### src/rtl/decode_stage_pkg.sv
// Shared decoder symbols: instruction patterns, micro-op codes, register and
// ALU constants, and the decode FSM state encoding.
package decode_stage_pkg;

  // A pattern matches when the word's cared-about bits equal val.
  typedef struct packed {
    logic [7:0] care;
    logic [7:0] val;
  } pattern_t;

  // Patterns are tested in this order; first hit wins.
  localparam pattern_t PATTERN_NOP  = '{care: 8'hFF, val: 8'h00};
  localparam pattern_t PATTERN_HLT  = '{care: 8'hFF, val: 8'h01};
  localparam pattern_t PATTERN_CALL = '{care: 8'hFF, val: 8'h02};
  localparam pattern_t PATTERN_RET  = '{care: 8'hFF, val: 8'h03};
  localparam pattern_t PATTERN_CMP  = '{care: 8'hFF, val: 8'h04};
  localparam pattern_t PATTERN_ALU  = '{care: 8'hC3, val: 8'h80}; // 10 mmm m 00
  localparam pattern_t PATTERN_LDI  = '{care: 8'hF8, val: 8'h10};
  localparam pattern_t PATTERN_LDX  = '{care: 8'hF8, val: 8'h18};
  localparam pattern_t PATTERN_STX  = '{care: 8'hF8, val: 8'h20};
  localparam pattern_t PATTERN_PUSH = '{care: 8'hF8, val: 8'h28};
  localparam pattern_t PATTERN_POP  = '{care: 8'hF8, val: 8'h30};
  localparam pattern_t PATTERN_JMP  = '{care: 8'hFF, val: 8'h38};
  localparam pattern_t PATTERN_MOV  = '{care: 8'hC0, val: 8'h40}; // 01 ddd sss

  localparam logic [7:0] OP_NOP  = 8'd0;
  localparam logic [7:0] OP_HLT  = 8'd1;
  localparam logic [7:0] OP_CALL = 8'd2;
  localparam logic [7:0] OP_RET  = 8'd3;
  localparam logic [7:0] OP_CMP  = 8'd4;
  localparam logic [7:0] OP_ALU  = 8'd5;
  localparam logic [7:0] OP_LDI  = 8'd6;
  localparam logic [7:0] OP_LDX  = 8'd7;
  localparam logic [7:0] OP_STX  = 8'd8;
  localparam logic [7:0] OP_PUSH = 8'd9;
  localparam logic [7:0] OP_POP  = 8'd10;
  localparam logic [7:0] OP_JMP  = 8'd11;
  localparam logic [7:0] OP_MOV  = 8'd12;

  localparam logic [2:0] REG_A = 3'd0;
  localparam logic [2:0] REG_H = 3'd7;

  // Legacy 3-bit ALU codes.
  localparam logic [2:0] ALU_ADD = 3'd0;
  localparam logic [2:0] ALU_SUB = 3'd1;
  localparam logic [2:0] ALU_AND = 3'd2;
  localparam logic [2:0] ALU_OR  = 3'd3;
  localparam logic [2:0] ALU_XOR = 3'd4;

  // ALU_SUB widened to the extended 4-bit mode field.
  localparam logic [3:0] ALU_SUB_W = {1'b0, ALU_SUB};

  typedef enum logic {
    S_OPC = 1'b0,
    S_IMM = 1'b1
  } state_t;

  function automatic logic pat_hit(input logic [7:0] w, input pattern_t p);
    return (w & p.care) == p.val;
  endfunction

endpackage

### src/rtl/decode_stage_if.sv
// Fetch-side and execute-side handshakes of the decode stage.
interface decode_stage_if #(
  parameter int DW        = 8,
  parameter int RW        = 3,
  parameter int IMM_WORDS = 1,
  parameter int ALUW      = 4
);
  logic                    in_valid;
  logic                    in_ready;
  logic [DW-1:0]           in_word;
  logic                    out_valid;
  logic                    out_ready;
  logic [7:0]              out_opcode;
  logic [ALUW-1:0]         out_alu_mode;
  logic [RW-1:0]           out_iaddr;
  logic                    out_iaddr_en;
  logic [RW-1:0]           out_oaddr;
  logic                    out_oaddr_en;
  logic [IMM_WORDS*DW-1:0] out_imm;
  logic                    out_has_imm;
  logic                    out_illegal;
  logic                    halted;

  // Decoder side.
  modport slave (
    input  in_valid, in_word, out_ready,
    output in_ready, out_valid, out_opcode, out_alu_mode, out_iaddr,
           out_iaddr_en, out_oaddr, out_oaddr_en, out_imm, out_has_imm,
           out_illegal, halted
  );

  // Fetch / execute side.
  modport master (
    output in_valid, in_word, out_ready,
    input  in_ready, out_valid, out_opcode, out_alu_mode, out_iaddr,
           out_iaddr_en, out_oaddr, out_oaddr_en, out_imm, out_has_imm,
           out_illegal, halted
  );
endinterface

### src/rtl/decode_stage_fields.sv
// Combinational field decode of one instruction word (low 8 bits).
module decode_fields
  import decode_stage_pkg::*;
#(
  parameter int DW   = 8,
  parameter int RW   = 3,
  parameter int ALUW = 4
) (
  input  logic [DW-1:0]   word,
  output logic [7:0]      opcode,
  output logic [ALUW-1:0] alu_mode,
  output logic [RW-1:0]   iaddr,
  output logic            iaddr_en,
  output logic [RW-1:0]   oaddr,
  output logic            oaddr_en,
  output logic            needs_imm,
  output logic            illegal
);
  logic [7:0]    w8;
  logic [RW-1:0] op1, op2;

  assign w8  = word[7:0];
  assign op1 = RW'(w8[5:3]);
  assign op2 = RW'(w8[2:0]);

  // Priority classification; unused fields stay zero.
  always_comb begin
    opcode    = w8;
    alu_mode  = '0;
    iaddr     = '0;
    iaddr_en  = 1'b0;
    oaddr     = '0;
    oaddr_en  = 1'b0;
    needs_imm = 1'b0;
    illegal   = 1'b0;
    if (pat_hit(w8, PATTERN_NOP)) begin
      opcode = OP_NOP;
    end else if (pat_hit(w8, PATTERN_HLT)) begin
      opcode = OP_HLT;
    end else if (pat_hit(w8, PATTERN_CALL)) begin
      opcode    = OP_CALL;
      iaddr     = RW'(REG_H);
      iaddr_en  = 1'b1;
      oaddr     = RW'(REG_H);
      oaddr_en  = 1'b1;
      needs_imm = 1'b1;
    end else if (pat_hit(w8, PATTERN_RET)) begin
      opcode = OP_RET;
    end else if (pat_hit(w8, PATTERN_CMP)) begin
      opcode   = OP_CMP;
      alu_mode = ALUW'(ALU_SUB_W);
    end else if (pat_hit(w8, PATTERN_ALU)) begin
      opcode   = OP_ALU;
      alu_mode = ALUW'({w8[2], w8[5:3]});
      iaddr    = RW'(REG_A);
      iaddr_en = 1'b1;
    end else if (pat_hit(w8, PATTERN_LDI)) begin
      opcode    = OP_LDI;
      iaddr     = op2;
      iaddr_en  = 1'b1;
      needs_imm = 1'b1;
    end else if (pat_hit(w8, PATTERN_LDX)) begin
      opcode   = OP_LDX;
      iaddr    = op2;
      iaddr_en = 1'b1;
    end else if (pat_hit(w8, PATTERN_STX)) begin
      opcode   = OP_STX;
      oaddr    = op2;
      oaddr_en = 1'b1;
    end else if (pat_hit(w8, PATTERN_PUSH)) begin
      opcode   = OP_PUSH;
      oaddr    = op2;
      oaddr_en = 1'b1;
    end else if (pat_hit(w8, PATTERN_POP)) begin
      opcode   = OP_POP;
      iaddr    = op2;
      iaddr_en = 1'b1;
    end else if (pat_hit(w8, PATTERN_JMP)) begin
      opcode    = OP_JMP;
      needs_imm = 1'b1;
    end else if (pat_hit(w8, PATTERN_MOV)) begin
      opcode   = OP_MOV;
      iaddr    = op1;
      iaddr_en = 1'b1;
      oaddr    = op2;
      oaddr_en = 1'b1;
    end else begin
      illegal = 1'b1;
    end
  end
endmodule

### src/rtl/decode_stage.sv
// Registered decode stage: assembles opcode + immediate words from fetch and
// presents one decoded micro-op at a time to execute, with halt and flush.
module decode_stage
  import decode_stage_pkg::*;
#(
  parameter int DW        = 8,
  parameter int RW        = 3,
  parameter int IMM_WORDS = 1,
  parameter int ALUW      = 4
) (
  input  logic         clk,
  input  logic         rst_n,
  input  logic         flush,
  decode_stage_if.slave bus
);
  localparam int CW = (IMM_WORDS > 1) ? $clog2(IMM_WORDS) : 1;

  state_t                  state, state_n;
  logic [CW-1:0]           cnt, cnt_n;
  logic                    acc, last_imm;
  logic                    ld_fields, ld_uop, imm_wr, hlt_set;

  logic                    out_valid, halted, out_iaddr_en, out_oaddr_en;
  logic                    out_has_imm, out_illegal;
  logic [7:0]              out_opcode;
  logic [ALUW-1:0]         out_alu_mode;
  logic [RW-1:0]           out_iaddr, out_oaddr;
  logic [IMM_WORDS*DW-1:0] out_imm;

  logic [7:0]              d_opcode;
  logic [ALUW-1:0]         d_alu_mode;
  logic [RW-1:0]           d_iaddr, d_oaddr;
  logic                    d_iaddr_en, d_oaddr_en, d_needs_imm, d_illegal;

  decode_fields #(.DW(DW), .RW(RW), .ALUW(ALUW)) u_fields (
    .word      (bus.in_word),
    .opcode    (d_opcode),
    .alu_mode  (d_alu_mode),
    .iaddr     (d_iaddr),
    .iaddr_en  (d_iaddr_en),
    .oaddr     (d_oaddr),
    .oaddr_en  (d_oaddr_en),
    .needs_imm (d_needs_imm),
    .illegal   (d_illegal)
  );

  // Flush blocks acceptance in its own cycle; the output slot must be free
  // or draining for any word to enter.
  assign bus.in_ready = !halted && (!out_valid || bus.out_ready) && !flush;
  assign acc          = bus.in_valid && bus.in_ready;
  assign last_imm     = (cnt == CW'(IMM_WORDS - 1));
  assign hlt_set      = ld_uop && (state == S_OPC) && !d_illegal &&
                        (d_opcode == OP_HLT);

  // State and immediate counter.
  always_ff @(posedge clk or negedge rst_n) begin
    if (!rst_n) begin
      state <= S_OPC;
      cnt   <= '0;
    end else begin
      state <= state_n;
      cnt   <= cnt_n;
    end
  end

  // Next-state logic and datapath load strobes.
  always_comb begin
    state_n   = state;
    cnt_n     = cnt;
    ld_fields = 1'b0;
    ld_uop    = 1'b0;
    imm_wr    = 1'b0;
    if (flush) begin
      state_n = S_OPC;
      cnt_n   = '0;
    end else if (acc) begin
      case (state)
        S_OPC: begin
          ld_fields = 1'b1;
          if (d_needs_imm) begin
            state_n = S_IMM;
            cnt_n   = '0;
          end else begin
            ld_uop = 1'b1;
          end
        end
        S_IMM: begin
          imm_wr = 1'b1;
          if (last_imm) begin
            ld_uop  = 1'b1;
            state_n = S_OPC;
            cnt_n   = '0;
          end else begin
            cnt_n = cnt + CW'(1);
          end
        end
        default: begin
          state_n = S_OPC;
          cnt_n   = '0;
        end
      endcase
    end
  end

  // Output register, immediate assembly and halt latch. Fields of an
  // immediate-carrying op are parked in the output register while out_valid
  // is low, since acceptance of the opcode already drained the slot.
  always_ff @(posedge clk or negedge rst_n) begin
    if (!rst_n) begin
      out_valid    <= 1'b0;
      halted       <= 1'b0;
      out_opcode   <= '0;
      out_alu_mode <= '0;
      out_iaddr    <= '0;
      out_iaddr_en <= 1'b0;
      out_oaddr    <= '0;
      out_oaddr_en <= 1'b0;
      out_imm      <= '0;
      out_has_imm  <= 1'b0;
      out_illegal  <= 1'b0;
    end else begin
      if (flush)              out_valid <= 1'b0;
      else if (ld_uop)        out_valid <= 1'b1;
      else if (bus.out_ready) out_valid <= 1'b0;

      if (flush)        halted <= 1'b0;
      else if (hlt_set) halted <= 1'b1;

      if (ld_fields) begin
        out_opcode   <= d_opcode;
        out_alu_mode <= d_alu_mode;
        out_iaddr    <= d_iaddr;
        out_iaddr_en <= d_iaddr_en;
        out_oaddr    <= d_oaddr;
        out_oaddr_en <= d_oaddr_en;
        out_has_imm  <= d_needs_imm;
        out_illegal  <= d_illegal;
        out_imm      <= '0;
      end

      if (imm_wr) begin
        for (int i = 0; i < IMM_WORDS; i++) begin
          if (cnt == CW'(i)) out_imm[i*DW +: DW] <= bus.in_word;
        end
      end
    end
  end

  assign bus.out_valid    = out_valid;
  assign bus.halted       = halted;
  assign bus.out_opcode   = out_opcode;
  assign bus.out_alu_mode = out_alu_mode;
  assign bus.out_iaddr    = out_iaddr;
  assign bus.out_iaddr_en = out_iaddr_en;
  assign bus.out_oaddr    = out_oaddr;
  assign bus.out_oaddr_en = out_oaddr_en;
  assign bus.out_imm      = out_imm;
  assign bus.out_has_imm  = out_has_imm;
  assign bus.out_illegal  = out_illegal;

endmodule

### src/flat_wrapper.sv
// flat-port wrapper written by rule: the top's interface ports become plain ports
module decode_stage_flat import decode_stage_pkg::*;
#(
  parameter int DW        = 8,
  parameter int RW        = 3,
  parameter int IMM_WORDS = 1,
  parameter int ALUW      = 4
)
  (clk, rst_n, flush, bus_in_valid, bus_in_word, bus_out_ready, bus_in_ready, bus_out_valid, bus_out_opcode, bus_out_alu_mode, bus_out_iaddr, bus_out_iaddr_en, bus_out_oaddr, bus_out_oaddr_en, bus_out_imm, bus_out_has_imm, bus_out_illegal, bus_halted);
  decode_stage_if #(.DW(DW), .RW(RW), .IMM_WORDS(IMM_WORDS), .ALUW(ALUW)) bus_i ();
  input  logic clk;
  input  logic rst_n;
  input  logic flush;
  input wire logic [$bits(bus_i.in_valid)-1:0] bus_in_valid;
  input wire logic [$bits(bus_i.in_word)-1:0] bus_in_word;
  input wire logic [$bits(bus_i.out_ready)-1:0] bus_out_ready;
  output wire logic [$bits(bus_i.in_ready)-1:0] bus_in_ready;
  output wire logic [$bits(bus_i.out_valid)-1:0] bus_out_valid;
  output wire logic [$bits(bus_i.out_opcode)-1:0] bus_out_opcode;
  output wire logic [$bits(bus_i.out_alu_mode)-1:0] bus_out_alu_mode;
  output wire logic [$bits(bus_i.out_iaddr)-1:0] bus_out_iaddr;
  output wire logic [$bits(bus_i.out_iaddr_en)-1:0] bus_out_iaddr_en;
  output wire logic [$bits(bus_i.out_oaddr)-1:0] bus_out_oaddr;
  output wire logic [$bits(bus_i.out_oaddr_en)-1:0] bus_out_oaddr_en;
  output wire logic [$bits(bus_i.out_imm)-1:0] bus_out_imm;
  output wire logic [$bits(bus_i.out_has_imm)-1:0] bus_out_has_imm;
  output wire logic [$bits(bus_i.out_illegal)-1:0] bus_out_illegal;
  output wire logic [$bits(bus_i.halted)-1:0] bus_halted;
  assign bus_i.in_valid = bus_in_valid;
  assign bus_i.in_word = bus_in_word;
  assign bus_i.out_ready = bus_out_ready;
  assign bus_in_ready = bus_i.in_ready;
  assign bus_out_valid = bus_i.out_valid;
  assign bus_out_opcode = bus_i.out_opcode;
  assign bus_out_alu_mode = bus_i.out_alu_mode;
  assign bus_out_iaddr = bus_i.out_iaddr;
  assign bus_out_iaddr_en = bus_i.out_iaddr_en;
  assign bus_out_oaddr = bus_i.out_oaddr;
  assign bus_out_oaddr_en = bus_i.out_oaddr_en;
  assign bus_out_imm = bus_i.out_imm;
  assign bus_out_has_imm = bus_i.out_has_imm;
  assign bus_out_illegal = bus_i.out_illegal;
  assign bus_halted = bus_i.halted;
  decode_stage #(.DW(DW), .RW(RW), .IMM_WORDS(IMM_WORDS), .ALUW(ALUW)) u_core (.clk(clk), .rst_n(rst_n), .flush(flush), .bus(bus_i));
endmodule
### config.mk
export PLATFORM = sky130hd
export DESIGN_NAME = decode_stage_flat
export DESIGN_NICKNAME = d
export VERILOG_FILES = /design/src/rtl/decode_stage_pkg.sv /design/src/rtl/decode_stage_if.sv /design/src/rtl/decode_stage_fields.sv /design/src/rtl/decode_stage.sv /design/src/flat_wrapper.sv
export SDC_FILE = /design/constraint.sdc
export NUM_CORES = 1
export LEC_CHECK = 0
export ABC_CLOCK_PERIOD_IN_PS = 1700
export BUFFER_PORTS_ARGS = -buffer_cell sky130_fd_sc_hd__buf_2
export CORE_ASPECT_RATIO = 1.5
export CORE_MARGIN = 2
export CORE_UTILIZATION = 44
export DETAILED_ROUTE_END_ITERATION = 8
export PLACE_DENSITY = 0.64
export REMOVE_ABC_BUFFERS = 1
export SKIP_LAST_GASP = 1
export SLEW_MARGIN = 15
export SYNTH_ARGS = -nofsm -noshare
export SYNTH_HDL_FRONTEND = slang
export SYNTH_SLANG_ARGS = --single-unit
### constraint.sdc
create_clock -name clk -period 1.7 [get_ports clk]
set_input_delay 0.34 -clock clk [delete_from_list [all_inputs] [get_ports clk]]
set_output_delay 0.34 -clock clk [all_outputs]
set_load 0.02 [all_outputs]
* After elaboration in Yosys (flattened, before gate mapping) *
Index checks and enable logic that the tools add are counted.

operators by class
  shift-type cells = 0
  muxes and demuxes = 123
  order comparisons = 0
  equality and inequality tests = 14
  bitwise gates (word level) = 1
  $mul = 0
  $add $sub $neg = 1
  div/mod/pow operators = 0
  reductions and logical operators = 16

operator list
  kind                                                 number
  two-way mux 8 bit                                    16
  two-way mux 3 bit                                    26
  two-way mux 1 bit                                    72
  two-way mux 4 bit                                    6
  equality test 8 x 1 -> 1 bit, second input constant  2
  equality test 8 x 2 -> 1 bit, second input constant  2
  equality test 5 x 3 -> 1 bit, second input constant  3
  equality test 5 x 2 -> 1 bit, second input constant  2
  equality test 8 x 3 -> 1 bit, second input constant  1
  equality test 8 x 6 -> 1 bit, second input constant  1
  logical NOT 8 bit                                    1
  logical AND 1 bit                                    6
  one-hot mux 1 bit (2 select lines)                   3
  equality test 4 bit, second input constant           1
  logical NOT 1 bit                                    4
  nonzero test 2 bit                                   2
  != test 3 x 2 -> 1 bit, second input constant        1
  nonzero test 3 bit                                   1
  equality test 2 x 1 -> 1 bit, second input constant  1
  AND reduction 2 bit                                  1
  adder 1 bit, second input constant                   1
  logical OR 1 bit                                     1
  inverter 1 bit                                       1

word-level totals
  memory bits (writable) = 0
  bits in latches = 0
  memories = 0
  ROM bits = 0
  output and inout bits = 33
  register bits after elaboration = 34

* Depth between registers and ports, before layout *
Gate-level depths: netlist of run 1.

  depth in word-level cells = 22
  gate-level depth with buffers = 6

* By module *
Synthesis of run 1 repeated with hierarchy kept, for this count alone.

unflattened totals
  cells, all modules = 184
  area, all modules = 1898.1 µm²

modules (own cells, without submodules)
  module         instances  cells each  seq. area each (µm²)  area an instance (µm²)
  decode_stage   1          104         825.8                 1428.9
  decode_fields  1          80          0.0                   469.2

* Least setup slack after synthesis of run 1 *
Ideal clock, no wire load.

  path type = flip-flop to flip-flop
  start point = reg u_core.halted, in the netlist u_core.bus.halted
  end point = reg u_core.state
  arrival = 1.348 ns
  setup time = 0.120 ns
  path slack = 0.232 ns
  cell stages (with the launch flop) = 5
  period minus slack after synthesis = 1.468 ns
  path through = dfrtp_1 nor2_2 and2_1 nand2_1 a31o_2

on the way
  longest elaborated chain between the ends = 5

RTL lines
  what                            line                 source
  from (decl)                     decode_stage.sv:23   logic out_valid, halted, out_iaddr_en, out_oaddr_en;
  from (signal assigned)          decode_stage.sv:111  halted <= 1'b0;
  from (signal assigned)          decode_stage.sv:126  if (flush) halted <= 1'b0;
  from (signal assigned)          decode_stage.sv:127  else if (hlt_set) halted <= 1'b1;
  logical NOT 1 bit               decode_stage.sv:49   assign bus.in_ready = !halted && (!out_valid || bus.out_ready) && !flush;
  logical AND 1 bit (2 in a row)  decode_stage.sv:49
  via bus_in_ready                flat_wrapper.sv:17   output wire logic [$bits(bus_i.in_ready)-1:0] bus_in_ready;
  logical AND 1 bit               decode_stage.sv:50   assign acc = bus.in_valid && bus.in_ready;
  nonzero test 2 bit (no line)    n/a
  to (signal assigned)            decode_stage.sv:61   state <= state_n;
  to (decl)                       decode_stage.sv:18   state_t state, state_n;

The timed path passes the listed nets, and every way through them passes these cells.
A chain may end at the register's enable or synchronous reset.

* Worst setup path after layout of run 1 *
  start point = reg u_core.halted, in the netlist u_core.bus.halted
  end point = reg u_core.out_opcode[2], in the netlist u_core.bus.out_opcode[2]

on the way
  longest elaborated chain between the ends = 6

RTL lines
  what                            line                 source
  logical NOT 1 bit               decode_stage.sv:49
  logical AND 1 bit (2 in a row)  decode_stage.sv:49
  logical AND 1 bit               decode_stage.sv:50
  two-way mux 1 bit               decode_stage.sv:76   end else if (acc) begin
  two-way mux 1 bit               decode_stage.sv:73   if (flush) begin
  to (signal assigned)            decode_stage.sv:130  out_opcode <= d_opcode;
  to (decl)                       decode_stage.sv:25   logic [7:0] out_opcode;

Every way passes these cells.

==> results by group, run 1 <==
Status
  • Status: complete, no violations

STA
  • Max Transition Viols Final: 0
  • Fmax: 652 MHz
  • Final worst-path cycle share: about 90%
  • Clk_skew: between 0.006 and 0.007 ns
  • Hold Vio Cnt, Final: 0
  • Fin Hold WS: 0.00136 ns
  • Minimum clock period: between 1.5 and 2 ns
  • RSZ-0062 raised after global routing: no
  • # setup viols final: 0
  • Worst-Margin Slew: ~0.42 ns
  • Rel. slew slack: between 70 and 80%

Worst hold path
  • HP Class: primary input to asynchronous set/reset pin

Floorplanning
  • Core Area: between 3000 and 4000 um2
  • Initial Util: roughly 45%
  • I/O pins: between 40 and 50
  • Row Count: 28
  • Chip Height: roughly 80 um
  • Die width: approximately 56 um
  • Die area: 4570 um2

Clock tree
  • CTS Buffer Depth: 2
  • Post-cts sizing count: 0
  • Post-cts hold buffer count: 0
  • Post-CTS setup buffers: 0
  • Worst-path clk slew: ~0.07 ns
  • Sink Count: 33
  • CTS Buf Count: 5
  • H-tree levels: 2
  • Clock Latency Late Sink: approximately 0.28 ns
  • Clk root buf: clkbuf_8
  • TritonCTS clock tree: done

Critical path
  • Worst EP required: between 1.5 and 2 ns
  • Slowest CP cell: dfrtp_1
  • WP buf/inv: 1
  • Crit path max-delay family: flip-flops
  • Max incr delay on CP: around 0.43 ns
  • CP cell instances: nor2_2, nand3_1, buf_4, a211oi_1, a21oi_1
  • Worst setup SP type: flip-flop
  • Crit-path max FO: 4
  • Critical Path Sink Type: flip-flop
  • Critical Path AT: between 1.5 and 2 ns
  • Type of the worst setup path: flip-flop to flip-flop

Synth
  • Synth cell types: 49
  • Cell area after synthesis: 1780 um2
  • Yosys top cell by area: dfrtp_1
  • Yosys reg bits: 33
  • Synth warn: 0
  • Sequential fraction of the synthesis area: 46.5%
  • Top area cells in the synthesized netlist: dfrtp_1, a21o_1, and3_1, nand2_1, a22o_1
  • Syn avg cell area: 9.92 um2
  • Post-Syn Instances: ~180
  • Top-area cell type share of the netlist area: approximately 47%

Final layout
  • Fin nets: around 240
  • P&R area growth vs syn: 19.9%
  • Antenna cells: 0
  • Register area: between 800 and 900 um2
  • Most frequent cells in the layout: buf_2, dfrtp_1, nand2_1
  • Commonest non-fill, non-tap cell in the layout: buf_2
  • Share of layout cells above drive strength 1: between 30% and 40%
  • Multi-input logic area: 855 um2
  • Layout fillers: 370
  • Fin cells: 269

Place
  • Placed insts: 262
  • Port Buffers: 45
  • RePlAce Congestion: a little over 0.8
  • Hpwl dp: about 3300 um

Route
  • TritonRoute pass-1 iters: 4
  • Routed WL: around 4400 um
  • DR iter-0 viols: a little over 70
  • Vias per cell: between 5 and 6
  • Avg WL per Cell: 16.3 um
  • Routed Antenna Nets: 0
  • Post-route DRC: 0
  • Via count: 1570

Global route
  • Global Route Usage Sum: between 20% and 30%
  • Vias in the first global route: 1548
  • First-pass GRT wire length: 7340 um
  • Initial antenna violation count: 0
  • Grt ovf: 0
  • Pin count of the biggest net entering global routing: 34

Flow run
  • Max-cap violations: 0

Power
  • Cell Pwr Density: about 900 nW/um2
  • Total power: just under 2 mW
  • Worst IR Drop VDD: ~0.00060 V
  • Leak: ~1.2 nW
==> cells by family after synthesis <==
| kind of cell | after synthesis | synth area share [%] |
|---|---|---|
| buf+inv | 18 | 5.36 |
| mux | 1 | 0.634 |
| simple gates | 66 | 22.2 |
| flops | 33 | 46.5 |
| compound gates | 61 | 25.3 |
==> synth_stat cells, drive strengths merged <==
| master | count |
|---|---|
| a211oi | 2 |
| a21bo | 1 |
| a21boi | 1 |
| a21o | 10 |
| a21oi | 11 |
| a22o | 7 |
| a22oi | 1 |
| a31o | 2 |
| a31oi | 3 |
| a32oi | 1 |
| and2 | 2 |
| and3 | 11 |
| and3b | 1 |
| and4b | 1 |
| buf | 11 |
| clkbuf | 3 |
| dfrtp | 33 |
| inv | 4 |
| mux2 | 1 |
| nand2 | 14 |
| nand2b | 6 |
| nand3 | 3 |
| nand3b | 1 |
| nand4b | 1 |
| nor2 | 11 |
| nor2b | 3 |
| nor3 | 7 |
| nor3b | 1 |
| nor4 | 1 |
| o211ai | 1 |
| o21a | 3 |
| o21ai | 8 |
| o21ba | 2 |
| o221ai | 1 |
| o22a | 2 |
| o22ai | 1 |
| o31a | 1 |
| o31ai | 3 |
| or2 | 1 |
| or3b | 2 |
==> per-layer routing <==
layer	part of all wire [%]	track usage (%)
met4	2.9	11.0
met5	0	0
met1	38	24.6
met3	7.1	4.57
met2	52	35.8
==> per-stage QoR <==
stage                     utilization, %  cell area (um2)  setup TNS, ns  worst slack, ns
final                               54.2             2130              0            0.166
after detailed placement            52.0             2040              0           0.0598
after global routing                54.2             2130              0           0.0871
after global placement              52.0             2040              0            0.147
after CTS                           54.2             2130              0            0.184
after floorplan                        -             1700         -0.223          -0.0923
==> final cells by class <==
| type | count | area share, % |
|---|---|---|
| Multi-Input combinational cell | 128 | 40.2 |
| Sequential cell | 33 | 38.8 |
| Timing Repair Buffer | 52 | 13.6 |
| Clock buffer | 7 | 4.06 |
| Tap cell | 45 | 2.65 |
| Inverter | 4 | 0.705 |
==> registers in the layout, summed over array words and instances, names as in the netlist, 3 cells and up <==
register                 cells
u_core.bus.out_alu_mode      4
u_core.bus.out_iaddr         3
u_core.bus.out_imm           8
u_core.bus.out_oaddr         3
u_core.bus.out_opcode        8
==> worst paths after layout <==
check / startpoint / slack [ns] / endpoint / cells after the start
min in group clk: flush / 0.29 / u_core.bus.halted / 2
worst min register to register: u_core.bus.out_imm[2] / 0.47 / u_core.bus.out_imm[2] / 1
max in group asynchronous: rst_n / 1.52 / u_core.bus.out_oaddr_en / 2
worst min-delay path: rst_n / 0.001 / u_core.bus.out_valid / 2
worst max-delay path: u_core.bus.halted / 0.17 / u_core.bus.out_opcode[2] / 5
worst max register to register: u_core.bus.halted / 0.17 / u_core.bus.out_opcode[2] / 5
==> report_power, final <==
group          internal, mW  total (mW)  switching (mW)
logic                 0.162       0.442           0.280
clock network         0.321       0.586           0.265
registers             0.859       0.896          0.0377
Power figures use the tool's default switching activity.
==> run 2: changes to the inputs <==
--- a/config.mk
+++ b/config.mk
@@ -5,7 +5,7 @@
 export SDC_FILE = /design/constraint.sdc
 export NUM_CORES = 1
 export LEC_CHECK = 0
-export ABC_CLOCK_PERIOD_IN_PS = 1700
+export ABC_CLOCK_PERIOD_IN_PS = 1900
 export BUFFER_PORTS_ARGS = -buffer_cell sky130_fd_sc_hd__buf_2
 export CORE_ASPECT_RATIO = 1.5
 export CORE_MARGIN = 2
==> constraint.sdc (replaced) <==
create_clock -name clk -period 1.9 [get_ports clk]
set_input_delay 0.38 -clock clk [delete_from_list [all_inputs] [get_ports clk]]
set_output_delay 0.38 -clock clk [all_outputs]
set_load 0.02 [all_outputs]
==> run 2 against run 1 <==
Combinational power shrank 12%. Clock power shrank 15%. Critical path type unchanged. Via count shrank 0.76%. Worst hold slack gained 0.15 ns. Highest routed layer unchanged. Clock-buffer cell count grew 1.
==> results by group, run 2 (synthesis gave the netlist of run 1 again) <==
Route
  • Post-route DRC: 0
  • Routed WL: about 4500 um
  • Via count: approximately 1600
  • Routed Antenna Nets: 0
  • DR iter-0 viols: 74
  • Avg WL per Cell: 16.8 um
  • TritonRoute pass-1 iters: 4
  • Vias per cell: 5.86

Final layout
  • Antenna cells: 0
  • Commonest non-fill, non-tap cell in the layout: buf_2
  • Fin cells: 266
  • Fin nets: 233
  • Most frequent cells in the layout: buf_2, dfrtp_1, nand2_1
  • Layout fillers: between 300 and 400
  • Biggest regs: u_core.bus.out_imm x8, u_core.bus.out_opcode x8, u_core.bus.out_alu_mode x4
  • Multi-input logic area: about 850 um2
  • Register area: slightly above 800 um2
  • Share of layout cells above drive strength 1: 32.1%
  • P&R area growth vs syn: 17.1%

Clock tree
  • Post-cts sizing count: 0
  • Clock Latency Late Sink: about 0.28 ns
  • Worst-path clk slew: around 0.060 ns
  • TritonCTS clock tree: done
  • Post-CTS setup buffers: 0
  • Post-cts hold buffer count: 0
  • CTS Buf Count: 5
  • CTS Buffer Depth: 2
  • H-tree levels: 2
  • Sink Count: 33
  • Clk root buf: clkbuf_8

Critical path
  • CP cell instances: nor2b_1, nand3_1, nor4_2, a22o_1
  • R2R depth: 4
  • Critical Path AT: 1.85 ns
  • Crit path depth: 4
  • R2R Path End: u_core.bus.out_opcode[4]
  • FF-to-FF Start: u_core.state
  • Max incr delay on CP: a little under 0.5 ns
  • WP buf/inv: 0
  • Crit path max-delay family: simple AND/OR/NAND/NOR gates
  • Reg-to-reg slack, setup: ~0.27 ns
  • Critical Path Sink Type: flip-flop
  • Worst setup SP type: flip-flop
  • Crit-path max FO: 11
  • Slowest CP cell: dfrtp_1
  • Type of the worst setup path: flip-flop to flip-flop
  • Worst EP required: about 2.1 ns

STA
  • Max Transition Viols Final: 0
  • TNS Setup: 0 ns
  • RSZ-0062 raised after global routing: no
  • Fmax: around 600 MHz
  • Setup WS post-layout: ~0.27 ns
  • # setup viols final: 0
  • Hold Vio Cnt, Final: 0
  • Rel. slew slack: 51.3%
  • Final worst-path cycle share: between 80% and 90%
  • Worst-Margin Slew: 0.730 ns
  • Clk_skew: slightly above 0.005 ns
  • Minimum clock period: around 1.6 ns

Place
  • Hpwl dp: 3270 um
  • Port Buffers: 45
  • DP Worst Slack: 0.216 ns
  • RePlAce Congestion: approximately 0.8
  • Placed insts: ~260

Status
  • Status: complete, no violations

Power
  • Cell Pwr Density: approximately 810 nW/um2
  • Worst IR Drop VDD: between 0.0004 and 0.0005 V
  • Leak: 1.13 nW

Flow run
  • Max-cap violations: 0

Global route
  • Grt ovf: 0
  • Vias in the first global route: about 1600
  • Pin count of the biggest net entering global routing: 34
  • First-pass GRT wire length: between 7000 and 8000 um
  • Global Route Usage Sum: 21.7%
  • Initial antenna violation count: 0

Floorplanning
  • I/O pins: between 40 and 50
  • Die area: 4570 um2
  • Initial Util: a little under half
  • Chip Height: just over 80 um
  • Die width: 55.9 um
  • Core Area: slightly below 4000 um2
  • Row Count: 28

Worst hold path
  • HP Class: primary input to asynchronous set/reset pin
[run 2: cell types whose count changed in the layout (fill, tap and decap cells not counted), sizes merged]
cell	delta
buf	-4
clkbuf	+1
[run 2: through the flow]
stage	hold WS, ns	utilization (%)	cell area, um2	power, mW
after floorplan	0.0844	-	1700	1.04
after global placement	0.452	51.0	2000	1.19
after detailed placement	0.460	51.0	2000	1.20
after CTS	0.174	53.0	2080	1.72
after global routing	0.204	53.0	2080	1.79
final	0.153	53.0	2080	1.69
[run 2: metal layers]
metal  up-vias  track usage, %  wire length [um]
met1       754            24.0              1730
met5         -               0                 0
met4         0            12.6               129
li1        730               -                 -
met2        58            38.7              2360
met3        16            4.57               256
[run 2: layout make-up]
cell class,count,area share [%]
Sequential cell,33,39.7
Inverter,4,0.722
Tap cell,45,2.71
Timing Repair Buffer,48,11.9
Clock buffer,8,3.85
Multi-Input combinational cell,128,41.1
[run 2: how the worst max path moves through the flow]
stage / start / endpoint
3_5_place_dp: bus_in_word[7] / u_core.bus.out_opcode[5]
5_1_grt: u_core.state / u_core.bus.out_opcode[4]
3_3_place_gp: bus_in_word[7] / u_core.bus.out_opcode[4]
6_report: u_core.state / u_core.bus.out_opcode[4]
2_1_floorplan: u_core.bus.halted / u_core.bus.out_opcode[4]
4_1_cts: u_core.state / u_core.bus.out_opcode[4]
[run 2: worst register-to-register path, delay by kind of cell (launching register included)]
family / cells / cell delay, ns
AO/OA/AOI/OAI: 1 / 0.19
flip-flops: 1 / 0.49
AND/OR/NAND/NOR: 3 / 0.88
[run 2: where the power goes]
group          total, mW  switching, mW  internal [mW]
Clock              0.499          0.239          0.260
Combinational      0.387          0.250          0.137
Sequential         0.803         0.0348          0.768
==> run 3: changes to the inputs <==
--- a/config.mk
+++ b/config.mk
@@ -5,7 +5,7 @@
 export SDC_FILE = /design/constraint.sdc
 export NUM_CORES = 1
 export LEC_CHECK = 0
-export ABC_CLOCK_PERIOD_IN_PS = 1900
+export ABC_CLOCK_PERIOD_IN_PS = 1830
 export BUFFER_PORTS_ARGS = -buffer_cell sky130_fd_sc_hd__buf_2
 export CORE_ASPECT_RATIO = 1.5
 export CORE_MARGIN = 2
==> constraint.sdc (replaced) <==
create_clock -name clk -period 1.83 [get_ports clk]
set_input_delay 0.366 -clock clk [delete_from_list [all_inputs] [get_ports clk]]
set_output_delay 0.366 -clock clk [all_outputs]
set_load 0.02 [all_outputs]
==> run 3 against run 2 <==
Sequential power increased by 3.6%. Maximum frequency grew 4.0%. Register-to-register slack barely moved. Clock-buffer cell count unchanged. Highest routed layer unchanged. Critical path depth stayed put.
==> results by group, run 3 (synthesis gave the netlist of run 1 again) <==
Route
  • Post-route DRC: 0
  • DR iter-0 viols: 63
  • TritonRoute pass-1 iters: 4
  • Routed WL: between 4000 and 5000 um
  • Via count: roughly 1600
  • Routed Antenna Nets: 0
  • Vias per cell: 5.87
  • Avg WL per Cell: between 15 and 20 um

Critical path
  • Worst EP required: a little over 2 ns
  • Critical Path AT: 1.79 ns
  • Crit-path max FO: 6
  • Reg-to-reg slack, setup: 0.26 ns
  • Type of the worst setup path: flip-flop to flip-flop
  • Critical Path Sink Type: flip-flop
  • Worst setup SP type: flip-flop

Place
  • Hpwl dp: around 3300 um
  • Port Buffers: 45
  • RePlAce Congestion: ~0.83

Floorplanning
  • Chip Height: 81.8 um
  • Core Area: ~3900 um2
  • Initial Util: around 45%
  • I/O pins: 46
  • Row Count: 28
  • Die width: 55.9 um
  • Die area: approximately 4600 um2

Worst hold path
  • HP Class: primary input to asynchronous set/reset pin

Clock tree
  • Worst-path clk slew: around 0.070 ns
  • TritonCTS clock tree: done
  • H-tree levels: 2
  • Sink Count: 33
  • CTS Buffer Depth: 2
  • Post-CTS setup buffers: 0
  • Post-cts hold buffer count: 0
  • CTS Buf Count: 5
  • Post-cts sizing count: 0
  • Clock Latency Late Sink: around 0.29 ns
  • Clk root buf: clkbuf_8

Final layout
  • Share of layout cells above drive strength 1: around a third
  • Commonest non-fill, non-tap cell in the layout: buf_2
  • Finished Core Util: a little over half
  • Register area: around 830 um2
  • Multi-input logic area: about 850 um2
  • Most frequent cells in the layout: buf_2, dfrtp_1, nand2_1
  • Fin nets: 234
  • Antenna cells: 0
  • Biggest regs: u_core.bus.out_imm x8, u_core.bus.out_opcode x8, u_core.bus.out_alu_mode x4
  • P&R area growth vs syn: 17.5%
  • Layout fillers: between 300 and 400

Status
  • Status: complete, no violations

STA
  • RSZ-0062 raised after global routing: no
  • Minimum clock period: 1.57 ns
  • Worst-Margin Slew: approximately 0.73 ns
  • Max Transition Viols Final: 0
  • Fmax: between 600 and 700 MHz
  • Hold Vio Cnt, Final: 0
  • Final worst-path cycle share: between 80% and 90%
  • TNS Setup: 0 ns
  • Rel. slew slack: approximately 51%
  • # setup viols final: 0
  • Clk_skew: between 0.005 and 0.006 ns

Global route
  • Pin count of the biggest net entering global routing: 34
  • First-pass GRT wire length: between 7000 and 8000 um
  • Grt ovf: 0
  • Initial antenna violation count: 0
  • Vias in the first global route: ~1500
  • Global Route Usage Sum: between 20% and 30%

Power
  • Worst IR Drop VDD: between 0.0006 and 0.0007 V
  • Leak: 1.13 nW
  • Cell Pwr Density: about 840 nW/um2

Flow run
  • Max-cap violations: 0
-- run 3: changes by cell type in the layout (fill, tap and decap cells not counted) --
cell,previous run,this run
buf_4,3,4
-- run 3: worst paths after layout --
kind                                  startpoint                       end  cells after the start
max                            u_core.bus.halted  u_core.bus.out_opcode[5]                      4
min                                        rst_n     u_core.bus.out_imm[0]                      1
max reg2reg                    u_core.bus.halted  u_core.bus.out_opcode[5]                      4
min reg2reg                u_core.bus.out_imm[0]     u_core.bus.out_imm[0]                      1
max in group asynchronous                  rst_n  u_core.bus.out_opcode[1]                      1
min in group clk                           flush         u_core.bus.halted                      2
-- run 3: worst max-delay path, cell delays in order, from the launching register on --
cell,delay (ns)
dfrtp_1,0.43
nor2_2,0.16
nand3_1,0.27
nor4_2,0.45
a22o_1,0.19
-- run 3: per-layer routing --
| layer | wire length, um | track usage (%) | vias up | share of wire (%) |
|---|---|---|---|---|
| met3 | 240 | 3.94 | 14 | 5.4 |
| met5 | 0 | 0 | - | 0 |
| met2 | 2290 | 37.4 | 61 | 51 |
| met4 | 135 | 12.9 | 0 | 3.0 |
| li1 | - | - | 729 | - |
| met1 | 1790 | 23.2 | 763 | 40 |
-- run 3: layout make-up --
class                           instances  area share (%)
Sequential cell                        33            39.6
Inverter                                4           0.719
Timing Repair Buffer                   49            12.2
Clock buffer                            8            3.84
Tap cell                               45            2.70
Multi-Input combinational cell        128            40.9
-- run 3: power breakdown --
part,switching [mW],leakage [nW],internal [mW]
sequential,0.0340,0.430,0.798
combinational,0.260,0.662,0.143
clock,0.248,0.0395,0.270
-- run 3: through the flow --
step                      area [um2]  cells  hold slack [ns]  power, mW  setup WS [ns]
after floorplan                 1700    165           0.0704       1.08         0.0377
after global placement          2010    259            0.452       1.24          0.240
after detailed placement        2010    259            0.460       1.25          0.173
after CTS                       2090    267            0.168       1.77          0.261
after global routing            2090    267            0.197       1.85          0.132
final                           2090    267            0.133       1.75          0.260
